--- config.mk ---
export PLATFORM = sky130hd
export DESIGN_NAME = alu_nibble_serial
export DESIGN_NICKNAME = d
export VERILOG_FILES = /design/src/rtl/alu_pkg.sv /design/src/rtl/alu_nibble.sv /design/src/rtl/alu_nibble_serial.sv
export SDC_FILE = /design/constraint.sdc
export NUM_CORES = 1
export LEC_CHECK = 0
export ABC_AREA = 1
export CAP_MARGIN = 20
export CORE_AREA = 2 2 103 105
export CTS_BUF_LIST = sky130_fd_sc_hd__clkbuf_4
export DETAILED_ROUTE_END_ITERATION = 12
export DIE_AREA = 0 0 105 107
export GPL_TIMING_DRIVEN = 0
export PLACE_DENSITY = 0.78
export SYNTH_ARGS = -nofsm -noshare
export SYNTH_HDL_FRONTEND = slang
export SYNTH_HIERARCHICAL = 1
export SYNTH_SLANG_ARGS = --single-unit
export TNS_END_PERCENT = 10
--- constraint.sdc ---
create_clock -name clk_i -period 4.35 [get_ports clk_i]
set_input_delay 0.87 -clock clk_i [delete_from_list [all_inputs] [get_ports clk_i]]
set_output_delay 0.87 -clock clk_i [all_outputs]
set_load 0.01 [all_outputs]
--- src/rtl/alu_pkg.sv ---
// Shared types and constants for the nibble-serial ALU.
// One 4-bit slice is reused across the operand width.
package alu_pkg;

  localparam int NIBBLE = 4;

  typedef enum logic [1:0] {
    IDLE,
    RUN,
    DONE
  } state_t;

  localparam logic [3:0] S_ZERO = 4'b0011;
  localparam logic [3:0] S_SUB  = 4'b0110;
  localparam logic [3:0] S_AND  = 4'b1011;
  localparam logic [3:0] S_ADD  = 4'b1001;
  localparam logic [3:0] S_DBL  = 4'b1100;
  localparam logic [3:0] S_DEC  = 4'b1111;

endpackage

--- src/rtl/alu_nibble.sv ---
// Combinational 4-bit 74181-style slice.
// c3 is the carry into bit 3, needed for overflow on the top nibble.
import alu_pkg::*;

module alu_nibble (
  input  logic [3:0] a,
  input  logic [3:0] b,
  input  logic [3:0] s,
  input  logic       m,
  input  logic       cin,
  output logic [3:0] f,
  output logic       cout,
  output logic       c3
);

  logic [3:0] p;
  logic [3:0] q;
  logic [3:0] lf;
  logic [4:0] sum;
  logic [3:0] lo;

  always_comb begin
    p = '0;
    q = '0;
    unique case (s)
      4'b0000: begin p = a;      q = '0;     end
      4'b0001: begin p = a | b;  q = '0;     end
      4'b0010: begin p = a | ~b; q = '0;     end
      S_ZERO:  begin p = '0;     q = '1;     end
      4'b0100: begin p = a;      q = a & ~b; end
      4'b0101: begin p = a | b;  q = a & ~b; end
      S_SUB:   begin p = a;      q = ~b;     end
      4'b0111: begin p = a & ~b; q = '1;     end
      4'b1000: begin p = a;      q = a & b;  end
      S_ADD:   begin p = a;      q = b;      end
      4'b1010: begin p = a | ~b; q = a & b;  end
      S_AND:   begin p = a & b;  q = '1;     end
      S_DBL:   begin p = a;      q = a;      end
      4'b1101: begin p = a | b;  q = a;      end
      4'b1110: begin p = a | ~b; q = a;      end
      S_DEC:   begin p = a;      q = '1;     end
      default: begin p = '0;     q = '0;     end
    endcase
  end

  always_comb begin
    lf = '0;
    unique case (s)
      4'b0000: lf = ~a;
      4'b0001: lf = ~(a | b);
      4'b0010: lf = ~a & b;
      4'b0011: lf = '0;
      4'b0100: lf = ~(a & b);
      4'b0101: lf = ~b;
      4'b0110: lf = a ^ b;
      4'b0111: lf = a & ~b;
      4'b1000: lf = ~a | b;
      4'b1001: lf = ~(a ^ b);
      4'b1010: lf = b;
      4'b1011: lf = a & b;
      4'b1100: lf = '1;
      4'b1101: lf = a | ~b;
      4'b1110: lf = a | b;
      4'b1111: lf = a;
      default: lf = '0;
    endcase
  end

  assign sum = {1'b0, p} + {1'b0, q} + {4'b0, cin};
  assign lo  = {1'b0, p[2:0]} + {1'b0, q[2:0]} + {3'b0, cin};

  always_comb begin
    if (m) begin
      f    = lf;
      cout = 1'b0;
      c3   = 1'b0;
    end else begin
      f    = sum[3:0];
      cout = sum[4];
      c3   = lo[3];
    end
  end

endmodule

--- src/rtl/alu_nibble_serial.sv ---
// WIDTH-bit ALU built from one 4-bit slice, LSB nibble first.
// Result registers change only while running and hold afterwards.
import alu_pkg::*;

module alu_nibble_serial #(
  parameter int WIDTH = 16
) (
  input  logic             clk_i,
  input  logic             rst_n_i,
  input  logic             start_valid_i,
  output logic             start_ready_o,
  input  logic [3:0]       S_selection_i,
  input  logic             mode_control_i,
  input  logic             carry_in_i,
  input  logic [WIDTH-1:0] A_i,
  input  logic [WIDTH-1:0] B_i,
  output logic             result_valid_o,
  input  logic             result_ready_i,
  output logic [WIDTH-1:0] F_o,
  output logic             carry_out_o,
  output logic             overflow_o,
  output logic             equality_o
);

  localparam int NN = WIDTH / NIBBLE;
  localparam int CW = (NN > 1) ? $clog2(NN) : 1;
  localparam int IW = (WIDTH > 1) ? $clog2(WIDTH) : 1;

  if (WIDTH < NIBBLE || (WIDTH % NIBBLE) != 0) begin : g_bad_width
    $error("alu_nibble_serial: WIDTH must be a multiple of 4 and >= 4");
  end

  state_t           state;
  logic [CW-1:0]    cnt;
  logic [IW-1:0]    base;
  logic [WIDTH-1:0] a_q;
  logic [WIDTH-1:0] b_q;
  logic [3:0]       s_q;
  logic             m_q;
  logic             carry_q;
  logic [WIDTH-1:0] f_q;
  logic             co_q;
  logic             ov_q;
  logic             rdy_q;
  logic             vld_q;

  logic [3:0]       sl_f;
  logic             sl_cout;
  logic             sl_c3;

  assign base = IW'(cnt) << 2;

  alu_nibble u_slice (
    .a    (a_q[base +: NIBBLE]),
    .b    (b_q[base +: NIBBLE]),
    .s    (s_q),
    .m    (m_q),
    .cin  (carry_q),
    .f    (sl_f),
    .cout (sl_cout),
    .c3   (sl_c3)
  );

  always_ff @(posedge clk_i or negedge rst_n_i) begin
    if (!rst_n_i) begin
      state   <= IDLE;
      cnt     <= '0;
      a_q     <= '0;
      b_q     <= '0;
      s_q     <= '0;
      m_q     <= 1'b0;
      carry_q <= 1'b0;
      f_q     <= '0;
      co_q    <= 1'b0;
      ov_q    <= 1'b0;
      rdy_q   <= 1'b1;
      vld_q   <= 1'b0;
    end else begin
      unique case (1'b1)
        (state == IDLE): begin
          if (start_valid_i) begin
            a_q     <= A_i;
            b_q     <= B_i;
            s_q     <= S_selection_i;
            m_q     <= mode_control_i;
            carry_q <= carry_in_i;
            cnt     <= '0;
            rdy_q   <= 1'b0;
            state   <= RUN;
          end
        end
        (state == RUN): begin
          f_q[base +: NIBBLE] <= sl_f;
          carry_q <= sl_cout;
          co_q    <= sl_cout;
          // only the top nibble's value survives
          ov_q    <= sl_cout ^ sl_c3;
          cnt     <= cnt + CW'(1);
          if (cnt == CW'(NN - 1)) begin
            vld_q <= 1'b1;
            state <= DONE;
          end
        end
        (state == DONE): begin
          if (result_ready_i) begin
            vld_q <= 1'b0;
            rdy_q <= 1'b1;
            state <= IDLE;
          end
        end
        default: begin
          rdy_q <= 1'b1;
          vld_q <= 1'b0;
          state <= IDLE;
        end
      endcase
    end
  end

  assign start_ready_o  = rdy_q;
  assign result_valid_o = vld_q;
  assign F_o            = f_q;
  assign carry_out_o    = co_q;
  assign overflow_o     = ov_q;
  assign equality_o     = &f_q;

endmodule
Word level (Yosys, flattened, before mapping)
Index checks and enable logic that the tools add are counted.

operators by class
  shift operators = 4
  reduce and logical (&&, ||, !) cells = 17
  add/subtract/negate cells = 6
  bitwise gates (word level) = 15
  muxes and demuxes = 21
  equal/unequal tests = 21

operators by type and width
  cell                      count
  $pmux W4 S16              1
  $eq A4 B4 Y1 const B      8
  $shiftx A16 B5 Y4         2
  $pmux W4 S7               1
  $pmux W4 S6               1
  $not A4 Y4                5
  $bwmux W16                1
  $eq A4 B3 Y1 const B      4
  $reduce_and A16 Y1        1
  $shift A4 B6 Y16 const A  1
  $shiftx A4 B6 Y16         1
  $and A4 B4 Y4             3
  $or A4 B4 Y4              3
  $reduce_or A3 Y1          4
  $reduce_and A3 Y1         3
  $eq A4 B2 Y1 const B      2
  $mux W2                   4
  $mux W1                   7
  $reduce_or A7 Y1          1
  $neg A4 Y6                1
  $pmux W1 S3               2
  $pmux W2 S3               1
  $add A4 B4 Y5             1
  $add A5 B1 Y5             1
  other kinds (20)          25

word-level totals
  flip-flop bits (word level) = 62
  input bits = 42

Logic depth before layout (Yosys ltp)
  depth in word-level cells = 9
  depth in mapped cells = 23

By module
Netlist, hierarchy kept.

by module, submodules not included
  module             cells an instance  times used  area an instance (um^2)  seq. area each (um^2)
  alu_nibble_serial  370                1           2937.8                   1552.7
  alu_nibble         295                1           1492.7                   0.0

Worst setup path before layout
No wires, ideal clock.

  path type = register -> register
  start point = reg cnt[1]
  end point = reg f_q[13] (netlist: F_o[13])
  setup time = 65 ps
  cell stages (with the launch flop) = 20
  arrival time = 3034 ps
  path slack = 1251 ps
  cells stage by stage = dfrtp_1 clkinv_1 buf_2 o211ai_1 nand2_1 inv_1 ha_1 nand2_1 nand2_1 inv_1 nand4_1 inv_1 fa_1 fa_1 or2_2 nand2_1 nand2_1 nor2_1 nand2_1 nand2_1

between the ends
  longest elaborated chain between the ends = 9

ends and longest elaborated chain
  what                                                  line                     text
  start, declared                                       alu_nibble_serial.sv:34  logic [CW-1:0] cnt;
  start signal, assigned                                alu_nibble_serial.sv:98  cnt <= cnt + CW'(1);
  $shiftx A16 B5 Y4                                     alu_nibble_serial.sv:55  .b (b_q[base +: NIBBLE]),
  $not A4 Y4                                            --
  $and A4 B4 Y4 / $or A4 B4 Y4 (equally long branches)  --
  $pmux W4 S7 / $pmux W4 S6 (equally long branches)     alu_nibble.sv:25         unique case (s)
  $add A4 B4 Y5                                         alu_nibble.sv:69         assign sum = {1'b0, p} + {1'b0, q} + {4'b0, cin};
  $add A5 B1 Y5                                         alu_nibble.sv:69
  $mux W4 *                                             alu_nibble.sv:73         if (m) begin
  via sl_f[1]                                           alu_nibble_serial.sv:47  logic [3:0] sl_f;
  $shiftx A4 B6 Y16 *                                   alu_nibble_serial.sv:93  f_q[base +: NIBBLE] <= sl_f;
  $bwmux W16 *                                          alu_nibble_serial.sv:93
  end signal, assigned by index                         alu_nibble_serial.sv:93
  end, declared                                         alu_nibble_serial.sv:41  logic [WIDTH-1:0] f_q;

Mark *: on every way through the listed nets, which the timed path passes. The rest lies on a longest branch.
A chain may end at the register's enable or synchronous reset.

Worst setup path in the final report
Same ends and word-level chain as after synthesis.

==> summary.txt <==
Finish
  – Leading cell types in the layout, fill and taps excluded: 275 x nand2_1, 84 x inv_1, 62 x nor2_1, 61 x dfrtp_1, 61 x clkdlybuf4s50_1
  – Sequential Area: 1550 µm²
  – Layout-stage area growth over the synthesis result: 21.3%
  – Most common cell after layout, fill and taps aside: nand2_1
  – Fraction of final layout cells sized beyond drive strength 1: 0.0833
  – Inserted Diodes: 0
  – Post-route cell area: between 5000 and 6000 µm²
  – Number of nets in the finished design: 808
  – Multi-input combinational cell area: 2340 µm²
  – Number of filler instances in the final layout: 1046

Synthesis
  – Fraction of the yosys area taken by sequential cells: 0.350
  – Average footprint of a synthesized cell: between 6 and 7 µm²
  – Fraction of registers with async set or reset after synthesis: 1.00
  – Library cell occupying the most area in the post-synthesis netlist: dfrtp_1
  – Yosys cell types: 34
  – Synthesized netlist net count: 734
  – Cells after Synth: 665
  – Synth top area share: 0.345
  – Post-synthesis instance area: 4430 µm²
  – Most instantiated flip-flop cell in the synthesis netlist: dfrtp_1
  – Number of enable-type register cells in the synthesized netlist: 0
  – Leading post-synthesis cells by cell area: dfrtp_1 34%, nand2_1 23%, inv_1 7.1%, ha_1 7.1%, nand3_1 5.5%
  – Number of flip-flops and latches in the synthesized netlist: 62
  – Total number of yosys warnings: 6

Timing
  – Aggregate negative setup slack: 0 ns
  – Final slew viol count: 0
  – Slew @ Worst Pin: 0.769 ns
  – Unrepaired setup endpoints after global routing: no
  – Worst rel slew slack: 0.488
  – Period utilization: 0.891
  – Crit path time final: 3.87 ns
  – Final Hold Violating Endpoints: 0
  – Worst hold slack: 0.489 ns
  – Achievable clock frequency: 258 MHz
  – Layout Skew: 0.0222 ns
  – Finish-stage setup viols: 0

Pwr
  – Share of total power in the clock network: 0.091
  – Register share of total power: 0.224
  – Static leakage: between 0.002 and 0.003 µW
  – Net switching fraction of the power: 0.525
  – Final total power: 4460 µW
  – Combinational power share: 0.685
  – Net switching power of the design: 2340 µW
  – Power density of the placed cells: 830 nW/µm²
  – Worst supply voltage drop on vdd: 0.299 mV
  – Internal Power: ~2100 µW

Clocking
  – Clock tree buffer depth: 2
  – Post-CTS resize count: 0
  – Clock buffer count from CTS: 9
  – Clock Root Buffer: clkbuf_4
  – Buffer count from post-CTS setup fixing: 0
  – H-tree depth: 3
  – Post-CTS Hold Fix Bufs: 0
  – # clock sinks: 62
  – Skew-Pair Late Insertion Delay: around 0.41 ns
  – Post-CTS clock slew at the launch and capture registers of the worst setup and hold paths: 0.13 ns
  – TritonCTS clock tree: yes

Global routing
  – First-pass GRT wire length: 20000 µm
  – Number of antenna violations at the first check in global routing: 0
  – Total routing usage reported by global routing: 0.222
  – Via count of the first global-routing pass: 4186
  – Largest net degree at the start of global routing: 34
  – Remaining Overflow, GRT: 0

Drt
  – Final Routed Wirelength: 11800 µm
  – Antenna Nets Post-Route: 0
  – Vias: about 4300
  – DRC violations left: 0
  – DR pass1 iterations: 5
  – Vias per std cell: 4.85
  – Initial drt markers: between 200 and 300
  – Wire per inst: 13.4 µm

Critical path
  – Type of origin of the critical path: flip-flop
  – Dominant cell type by count on the critical path: nand2_1
  – Slowest cell on the critical path: dfrtp_1
  – Origin of the worst setup path: cnt[1]$_DFFE_PN0P_
  – Worst setup EP type: flip-flop
  – Startpoint of the worst register-to-register path: cnt[1]$_DFFE_PN0P_
  – WS Path Type: reg -> reg
  – Maximum fanout count along the critical path: 12
  – Required time worst endpoint: ~4.7 ns
  – Cell-by-cell trace of the critical path: clkinv_1, buf_2, o211ai_1, nand2_1, inv_1, ha_1, nand2_1, nand2_1, inv_1, nand4_1, inv_1, fa_1, fa_1, or2_2, nand2_1, nand2_1, nor2_1, nand2_1, nand2_1
  – Signal arrival time at the worst endpoint: 4.24 ns
  – Biggest cell delay along the critical path: around 0.45 ns

Floorplan
  – Area of the core: slightly above 10000 µm²
  – Floorplan die width: approximately 110 µm
  – Io pins: between 60 and 70
  – Die outline area: 11200 µm²
  – Effective utilization at floorplan: 0.439
  – Count of standard-cell rows: 37
  – Overall die height: roughly 110 µm

Worst hold path
  – Startpoint of the worst hold path: s_q[0]$_DFFE_PN0P_
  – Path type of the worst min-delay path: reg -> reg

Place
  – Instance area at placement: between 5000 and 6000 µm²
  – Gp weighted congestion: 0.985
  – Detailed placer's ending HPWL: 9250 µm
  – Count of port buffers added during placement: 62

Run
  – Number of max-cap violations: 0

Status
  – Run status: finished clean
-- through the flow --
step | util | cells | setup slack, ns
finish | 0.532 | 880 | 0.476
global route | 0.532 | 880 | 0.184
CTS | 0.532 | 880 | 0.511
detailed placement | 0.519 | 864 | 0.557
global placement | 0.517 | 863 | 0.542
floorplan | - | 665 | 1.25
-- routing by layer --
metal,vias up,GRT usage,wire (µm)
met5,-,0,0
met4,0,0.0667,196
met3,15,0.0298,583
met2,113,0.377,5660
met1,1949,0.295,5350
li1,2187,-,-
-- power by group through the flow --
stage | combinational, µW | sequential (µW) | clock [µW]
after CTS | 3050 | 998 | 411
after global placement | 2960 | 999 | 0
after detailed placement | 3020 | 1010 | 0
final | 3050 | 998 | 407
after floorplan | 2160 | 1010 | 0
after global routing | 3510 | 1030 | 436
-- critical path: cells and delay by family, from the launching register on --
kind | cells | cell delay (ns)
buf+inv | 5 | 0.93
flops | 1 | 0.45
simple gates | 10 | 1.23
compound gates | 1 | 0.12
fa+ha+maj | 3 | 1.08
-- cells in the mapped netlist (2+ instances only) --
cell type,instances
nand2_1,275
inv_1,84
nor2_1,62
dfrtp_1,61
nand3_1,49
ha_1,25
o21ai_0,25
o211ai_1,9
o21ai_1,9
buf_4,7
inv_2,7
buf_6,6
a21oi_1,4
buf_2,4
nand2_2,4
nor2_2,4
nor3_1,4
clkbuf_8,3
nand4_1,3
or2_2,3
clkbuf_1,2
fa_1,2
nor2_4,2
-- state kept, by name, indices dropped and copies added (netlist names) --
register / cells
s_q: 4
F_o: 16
state: 2
carry_out_o: 1
a_q: 16
result_valid_o: 1
carry_q: 1
overflow_o: 1
m_q: 1
cnt: 2
start_ready_o: 1
b_q: 16
-- kinds of logic (layout without fill, tap and decap cells) --
group / count (synthesis) / in the layout / synth area share
AOI/OAI and AO/OA: 50 / 50 / 0.0633
xor gates and xnor gates: 1 / 1 / 0.00198
adders and majority gates: 27 / 27 / 0.0796
buffers and inverters: 114 / 193 / 0.121
DFF: 62 / 62 / 0.350
and+or+nand+nor: 411 / 411 / 0.384
-- final cells by class --
class / count / area share
plain buffers: 22 / 0.0352
clock buffers: 10 / 0.0140
clock inverters: 6 / 0.0114
inverters: 92 / 0.0643
multi-input cells: 489 / 0.436
flip-flops and latches: 62 / 0.289
well taps: 136 / 0.0317
repair buffers: 63 / 0.118
-- path summary, 6_finish.rpt --
kind,to,slack [ns],depth (start not counted)
worst max register to register,F_o[13]$_DFFE_PN0P_,0.48,19
max in group asynchronous,a_q[15]$_DFFE_PN0P_,3.20,2
worst max-delay path,F_o[13]$_DFFE_PN0P_,0.48,19
worst min register to register,s_q[0]$_DFFE_PN0P_,0.49,2
min in group asynchronous,F_o[5]$_DFFE_PN0P_,0.51,1
worst min-delay path,s_q[0]$_DFFE_PN0P_,0.49,2
No activity file was read; power rests on OpenSTA's default activity.
